## src/rtl/clock_pkg.sv

```systemverilog
// rtl/clock_pkg.sv - shared BCD constants and binary-to-digit split helper
package clock_pkg;

  localparam int BCD_W     = 4;
  localparam int DIGIT_MAX = 9;

  typedef struct packed {
    logic [BCD_W-1:0] tens;
    logic [BCD_W-1:0] ones;
  } bcd_pair_t;

  function automatic bcd_pair_t split_bcd(input int value);
    bcd_pair_t r;
    r.tens = BCD_W'(value / 10);
    r.ones = BCD_W'(value % 10);
    return r;
  endfunction

endpackage

```

## src/rtl/bcd_digit.sv

```systemverilog
// rtl/bcd_digit.sv - one BCD digit: load, forced wrap, up/down step, carry/borrow
module bcd_digit
  import clock_pkg::*;
#(
  parameter logic [BCD_W-1:0] RST_VAL = '0
) (
  input  logic             clk,
  input  logic             rst,
  input  logic             i_en,
  input  logic             i_up,
  input  logic             i_load,
  input  logic [BCD_W-1:0] i_load_data,
  input  logic             i_wrap,
  input  logic [BCD_W-1:0] i_wrap_to,
  output logic [BCD_W-1:0] o_digit,
  output logic             o_co
);

  localparam logic [BCD_W-1:0] MAXD = BCD_W'(DIGIT_MAX);

  logic [BCD_W-1:0] r_digit;
  logic [BCD_W-1:0] w_next;
  logic             w_at_edge;

  assign w_at_edge = i_up ? (r_digit == MAXD) : (r_digit == '0);
  assign o_co      = i_en & w_at_edge;
  assign o_digit   = r_digit;

  // Forced wrap beats a plain step so a short modulus can restart mid-digit.
  always_comb begin
    w_next = r_digit;
    if (i_load) begin
      w_next = i_load_data;
    end else if (i_wrap) begin
      w_next = i_wrap_to;
    end else if (i_en) begin
      if (i_up) begin
        w_next = w_at_edge ? '0 : r_digit + 1'b1;
      end else begin
        w_next = w_at_edge ? MAXD : r_digit - 1'b1;
      end
    end
  end

  always_ff @(posedge clk or posedge rst) begin
    if (rst) begin
      r_digit <= RST_VAL;
    end else begin
      r_digit <= w_next;
    end
  end

endmodule

```

## src/rtl/modn_bcd_counter.sv

```systemverilog
// rtl/modn_bcd_counter.sv - two-digit mod-N BCD up/down counter with load and sticky load error
module modn_bcd_counter
  import clock_pkg::*;
#(
  parameter int MOD  = 60,
  parameter int INIT = 0
) (
  input  logic       CP,
  input  logic       reset,
  input  logic       EN,
  input  logic       UP,
  input  logic       LD,
  input  logic [3:0] D_Tens,
  input  logic [3:0] D_Ones,
  output logic [3:0] Tens,
  output logic [3:0] Ones,
  output logic       CO,
  output logic       ERR
);

  generate
    if (MOD < 2 || MOD > 100) begin : g_bad_mod
      $error("modn_bcd_counter: MOD must lie in 2..100");
    end
    if (INIT < 0 || INIT >= MOD) begin : g_bad_init
      $error("modn_bcd_counter: INIT must lie in 0..MOD-1");
    end
  endgenerate

  localparam bcd_pair_t        INIT_BCD = split_bcd(INIT);
  localparam bcd_pair_t        LAST_BCD = split_bcd(MOD - 1);
  localparam logic [7:0]       LAST_V   = 8'(MOD - 1);
  localparam logic [7:0]       MOD_V    = 8'(MOD);
  localparam logic [BCD_W-1:0] MAXD     = BCD_W'(DIGIT_MAX);

  logic [7:0]       w_v;
  logic [7:0]       w_d_v;
  logic             w_ld_legal;
  logic             w_load;
  logic             w_step;
  logic             w_wrap;
  logic             w_ones_co;
  logic             w_tens_en;
  logic             w_tens_co;
  logic [BCD_W-1:0] w_ones_wrap_to;
  logic [BCD_W-1:0] w_tens_wrap_to;
  logic             r_err;

  assign w_v        = 8'(Tens) * 8'd10 + 8'(Ones);
  assign w_d_v      = 8'(D_Tens) * 8'd10 + 8'(D_Ones);
  assign w_ld_legal = (D_Tens <= MAXD) && (D_Ones <= MAXD) && (w_d_v < MOD_V);
  assign w_load     = LD & w_ld_legal;
  assign w_step     = EN & ~LD;
  assign w_tens_en  = w_step & w_ones_co;

  // Counting down, both digits reporting borrow means V==0, so the tens chain gives CO directly.
  assign CO     = UP ? (w_step & (w_v == LAST_V)) : w_tens_co;
  assign w_wrap = CO;

  assign w_ones_wrap_to = UP ? '0 : LAST_BCD.ones;
  assign w_tens_wrap_to = UP ? '0 : LAST_BCD.tens;

  bcd_digit #(.RST_VAL(INIT_BCD.ones)) u_ones (
    .clk         (CP),
    .rst         (reset),
    .i_en        (w_step),
    .i_up        (UP),
    .i_load      (w_load),
    .i_load_data (D_Ones),
    .i_wrap      (w_wrap),
    .i_wrap_to   (w_ones_wrap_to),
    .o_digit     (Ones),
    .o_co        (w_ones_co)
  );

  bcd_digit #(.RST_VAL(INIT_BCD.tens)) u_tens (
    .clk         (CP),
    .rst         (reset),
    .i_en        (w_tens_en),
    .i_up        (UP),
    .i_load      (w_load),
    .i_load_data (D_Tens),
    .i_wrap      (w_wrap),
    .i_wrap_to   (w_tens_wrap_to),
    .o_digit     (Tens),
    .o_co        (w_tens_co)
  );

  always_ff @(posedge CP or posedge reset) begin
    if (reset) begin
      r_err <= 1'b0;
    end else if (LD && !w_ld_legal) begin
      r_err <= 1'b1;
    end
  end

  assign ERR = r_err;

endmodule

```

## config.mk

```make
export PLATFORM = sky130hd
export DESIGN_NAME = modn_bcd_counter
export DESIGN_NICKNAME = d
export VERILOG_FILES = /design/src/rtl/clock_pkg.sv /design/src/rtl/bcd_digit.sv /design/src/rtl/modn_bcd_counter.sv
export SDC_FILE = /design/constraint.sdc
export NUM_CORES = 1
export LEC_CHECK = 0
export CAP_MARGIN = 20
export CORE_MARGIN = 5
export CORE_UTILIZATION = 45
export CTS_CLUSTER_DIAMETER = 200
export CTS_CLUSTER_SIZE = 16
export DETAILED_ROUTE_END_ITERATION = 12
export GPL_TIMING_DRIVEN = 0
export PLACE_DENSITY_LB_ADDON = 0.1
export SLEW_MARGIN = 20
export SYNTH_ARGS = -nofsm -noshare
export SYNTH_HDL_FRONTEND = slang
export SYNTH_SLANG_ARGS = --single-unit
```

## constraint.sdc

```tcl
create_clock -name CP -period 4.4 [get_ports CP]
set_clock_uncertainty 0.1 [all_clocks]
set_input_delay 0.88 -clock CP [delete_from_list [all_inputs] [get_ports CP]]
set_output_delay 0.88 -clock CP [all_outputs]
set_load 0.01 [all_outputs]
```

Word level (Yosys, flattened, before mapping)
Index checks and enable logic that the tools add are counted.
{"block": "classes", "n_addsub": 6, "mul": 2, "magnitude_cmp": 3, "eq_ne": 3, "n_mux": 17, "bitwise": 7, "n_reduce_logical": 8}
{"operator": "2-to-1 mux 4 bit", "n": 13}
{"operator": "adder 8 x 4 -> 8 bit", "n": 2}
{"operator": "multiplier 4 x 3 -> 7 bit (second input constant)", "n": 2}
{"operator": "adder 4 x 1 -> 4 bit (second input constant)", "n": 2}
{"operator": "equality test 4 bit (second input constant)", "n": 2}
{"operator": "equality test 8 x 6 -> 1 bit (second input constant)", "n": 1}
{"operator": "<= comparator 4 bit (second input constant)", "n": 2}
{"operator": "zero test 4 bit", "n": 2}
{"operator": "< comparator 8 x 6 -> 1 bit (second input constant)", "n": 1}
{"operator": "subtractor 4 x 1 -> 4 bit (second input constant)", "n": 2}
{"operator": "AND 1 bit", "n": 6}
{"operator": "nonzero test 3 bit", "n": 2}
{"operator": "logical AND 1 bit", "n": 3}
{"operator": "2-to-1 mux 1 bit", "n": 3}
{"operator": "2-to-1 mux 3 bit", "n": 1}
{"operator": "zero test 1 bit", "n": 1}
{"operator": "NOT 1 bit", "n": 1}
{"block": "totals", "register_bits": 9, "input_bits": 13, "output_inout_bits": 10, "word_cells": 49}

Logic depth before layout (Yosys ltp)
{"block": "logic_depth", "depth_word": 8, "depth_mapped": 10, "ltp_nobuf": 9}

Hierarchy
A second synthesis with hierarchy kept.
{"block": "unflattened", "cells_unflattened": 178, "hier_area_um2": 1387.6}
{"mod": "bcd_digit", "instances": 2, "cells_each": 57, "area_each_um2": 419.2}
{"mod": "modn_bcd_counter", "instances": 1, "cells_each": 64, "area_each_um2": 549.3}

Least setup slack after synthesis
No wires, ideal clock.
{"block": "synth_path", "path_kind": "flip-flop to output port", "from": "register u_tens.r_digit[1] (netlist: u_tens.o_digit[1])", "to": "output CO", "arrival_ns": 2.609, "path_slack_ns": 0.811, "stages_incl_launch_ff": 9, "path_buffers": 1, "path_cell_list": "dfrtp_1 -> ha_1 -> ha_1 -> fa_1 -> nand3_1 -> or4_4 -> a2111oi_4 -> or2_1 -> buf_4"}
{"block": "synth_between", "elab_chain_cells": 5, "elab_cells_between_ends": 9, "classes_between": "add/sub (1); mul (1); eq/ne (2); mux (2); bitwise (2); reduce/logical (1)"}
{"element": "from (decl)", "line": "bcd_digit.sv:21", "source": "logic [BCD_W-1:0] r_digit;"}
{"element": "from (signal assigned)", "line": "bcd_digit.sv:49", "source": "r_digit <= w_next;"}
{"element": "multiplier 4 x 3 -> 7 bit", "line": "modn_bcd_counter.sv:49", "source": "assign w_v = 8'(Tens) * 8'd10 + 8'(Ones);"}
{"element": "adder 8 x 4 -> 8 bit", "line": "modn_bcd_counter.sv:49"}
{"element": "equality test 8 x 6 -> 1 bit", "line": "modn_bcd_counter.sv:57", "source": "assign CO = UP ? (w_step & (w_v == LAST_V)) : w_tens_co;"}
{"element": "AND 1 bit", "line": "modn_bcd_counter.sv:57"}
{"element": "2-to-1 mux 1 bit *", "line": "modn_bcd_counter.sv:57"}
{"element": "to (decl)", "line": "modn_bcd_counter.sv:17", "source": "output logic CO,"}
Every way passes the cells marked *; elsewhere a longest branch is shown, timed or not.

Worst setup path after layout
{"block": "layout_path", "from": "input D_Tens[3]", "to": "register u_tens.r_digit[1] (netlist: u_tens.o_digit[1])"}
{"block": "layout_between", "elab_chain_cells": 6, "elab_cells_between_ends": 9, "classes_between": "add/sub (1); mul (1); order compare (2); mux (1); bitwise (1); reduce/logical (3)"}
{"element": "from (decl)", "line": "modn_bcd_counter.sv:13", "source": "input logic [3:0] D_Tens,"}
{"element": "multiplier 4 x 3 -> 7 bit", "line": "modn_bcd_counter.sv:50", "source": "assign w_d_v = 8'(D_Tens) * 8'd10 + 8'(D_Ones);"}
{"element": "adder 8 x 4 -> 8 bit", "line": "modn_bcd_counter.sv:50"}
{"element": "< comparator 8 x 6 -> 1 bit", "line": "modn_bcd_counter.sv:51", "source": "assign w_ld_legal = (D_Tens <= MAXD) && (D_Ones <= MAXD) && (w_d_v < MOD_V);"}
{"element": "logical AND 1 bit *", "line": "modn_bcd_counter.sv:51"}
{"element": "AND 1 bit *", "line": "modn_bcd_counter.sv:52", "source": "assign w_load = LD & w_ld_legal;"}
{"element": "nonzero test 3 bit (no line) or 2-to-1 mux 4 bit (tied branches)"}
Marked as above.
A chain may end at the register's enable or synchronous reset.

==> out/metrics.csv <==
metric,value,unit
rsz0062_at_grt,false,
drc,0,
dpl.hpwl,2620,µm
cts_made_buffers,3,
cts_buffer_depth,2,
path_clk_slew,60,ps
insertedDiodeCount,0,
ioPinCount,23,
status,finished clean,
seqPwrFrac,22.3,%
required,4430,ps
final_common_cell,clkdlybuf4s50_1,
dieArea,4220,µm²
synth_cell_type_count,43,
cts_tree,built,
cts_sinks,9,
grt_pass1_vias,1216,
die_x,65.0,µm
syn_area_per_cell,8.24,µm²
relSlewSlack,69.3,%
syn-num-nets,201,
grt_usage,15.9,%
insertion_delay,250,ps
antenna_found_initial,0,
viasPerCell,5.71,
fin_cells,224,
start_kind,input pin,
grt_max_degree,11,
period_needed,4080,ps
setup.worst_path.end_class,register,
ant_nets,0,
routabilityCongestion,0.758,
drive_gt1_share,12.0,%
dr.pass1.iters,5,
htree_levels,1,
fin_area,1660,µm²
die_h,65.0,µm
worstPathMaxFanout,8,
ctsHoldBuffers,0,
dr_total_vias,1279,
critical_path_class,input pin to register,
setup_viol,0,
finalPower,895,µW
finalMaxSlewViolations,0,
io_buffers,21,
drt_wl_total,3190,µm
p_switching,430,µW
reg2reg_slack,1330,ps
cellPowerDensity,541,nW/µm²
fmax,245,MHz
tightest_slew,461,ps
drv_cap,0,
power.share.clock,6.9,%
arrival,4110,ps
layout_common_cells,"clkdlybuf4s50_1, ha_1, nand2_1",
yosysWarnings,0,
p_leak,0.760,nW
finalCritPeriodShare,92.7,%
ys_ff_latch,9,
placed_cell_area,1610,µm²
hold_ws,361,ps
nets,228,
syn_inst,165,
core-area,2980,µm²
min_path_type,register to register,
p_comb_share,70.8,%
place_ws,-44.1,ps
gr-total-overflow,0,
setup_ws,323,ps
peakVddDrop,0.193,mV
start_util,45.7,%
dp_cells,219,
cts_root_buf,clkbuf_4,
ys_seq_area_share,16.6,%
area_growth,21.7,%
syn_area,1360,µm²
rows,20,
hold_viol_final,0,
post-route-util,55.6,%
p_int,465,µW
detail_route.wl_per_cell,14.3,µm
tns,0,ps
initialDrtViolationCount,71,
p_sw_share,48.0,%
grt_pass1_wl,5310,µm
worst paths after layout:
kind                              startpoint           endpoint  cells past startpoint
max in group asynchronous              reset  u_tens.o_digit[1]                      2
min in group asynchronous              reset                ERR                      2
max reg2reg                u_tens.o_digit[3]  u_tens.o_digit[3]                     10
max                                D_Tens[3]  u_tens.o_digit[1]                     10
min reg2reg                              ERR                ERR                      1
min                                      ERR                ERR                      1
power groups by stage:
stage                     combinational (mW)  sequential, mW  clock (mW)
after global routing                   0.707           0.211      0.0708
after global placement                 0.602           0.198           0
final                                  0.634           0.200      0.0615
after CTS                              0.651           0.187      0.0640
after floorplan                        0.434           0.193           0
after detailed placement               0.626           0.198           0
flip-flops by register name (all words and copies together) (netlist names):
name / flops
u_ones.o_digit: 4
u_tens.o_digit: 4
ERR: 1
per-layer routing:
metal	GRT usage (%)	part of all wire, %	up-vias
li1	-	-	649
met1	17.2	39	596
met2	31.2	55	28
met3	1.91	3.8	6
met4	5.28	2.0	0
met5	0	0	-
worst max-delay path, cell delays in order:
cell and delay [ps]:
clkdlybuf4s50_1 610, ha_1 310, ha_1 200, fa_1 500, nand2_1 80, a21oi_1 230
mux2i_1 120, a211oi_1 410, nand3_1 390, mux2_2 380
area by class of cell:
type | instances | area, µm²
fillers | 291 | 1320
multi-input cells | 134 | 1040
flip-flops and latches | 9 | 229
repair buffers | 23 | 228
inverters | 14 | 52.6
well taps | 33 | 41.3
plain buffers | 7 | 40.0
clock buffers | 4 | 26.3
cell families (layout without fill, tap and decap cells):
| logic type | Yosys count | count (layout) | synth area share (%) |
|---|---|---|---|
| muxes | 9 | 9 | 7.27 |
| buffers and inverters | 22 | 48 | 7.08 |
| DFF | 9 | 9 | 16.6 |
| and+or+nand+nor | 51 | 51 | 20.0 |
| AOI/OAI and AO/OA | 46 | 46 | 22.5 |
| adders and majority gates | 23 | 23 | 23.4 |
| xor gates and xnor gates | 5 | 5 | 3.22 |
Yosys cell counts:
library cell  count  area share [%]
nor2_1            3            0.83
mux2_2            7             5.8
o21bai_1          2             1.1
xor2_1            4             2.6
a21o_1            3             1.7
fa_1              4             5.9
or2_1             1            0.46
a22o_1            1            0.64
inv_1            14             3.9
buf_4             1            0.55
nand2_1          16             4.4
dfrtp_1           9              17
ha_1             19              17
o211a_1           1            0.74
a21boi_0          1            0.55
a211o_1           3             1.9
and3_1            1            0.46
a21oi_1          14             5.2
mux2i_1           2             1.5
buf_6             1            0.83
nand2b_1          5             2.3
or4_4             1            0.83
nand2b_4          1             1.0
and3b_1           1            0.64
o22ai_1           1            0.46
or3b_1            1            0.64
o41ai_1           1            0.64
nor4_1            2            0.92
a2111oi_4         1             2.0
buf_1             1            0.28
xnor2_1           1            0.64
a31oi_1           1            0.46
o211ai_1          1            0.55
or2_2             1            0.46
nand3b_1          1            0.55
clkbuf_1          3            0.83
o21ai_0          12             4.4
buf_2             2            0.74
nand4_1           1            0.46
nand3_1           8             2.9
nor2b_1           1            0.46
a211oi_1          4             2.2
nor3_1            7             2.6
timing repair:
action / CTS / global route
setup endpoints to repair: 1 / 1
resized for setup: 1 / 3
setup buffers: 2 / 0
cloned: 0 / 0
pin swaps: 1 / 0
endpoints found under the hold margin: 0 / 0
Note: power is estimated with default switching activity, not from simulation.
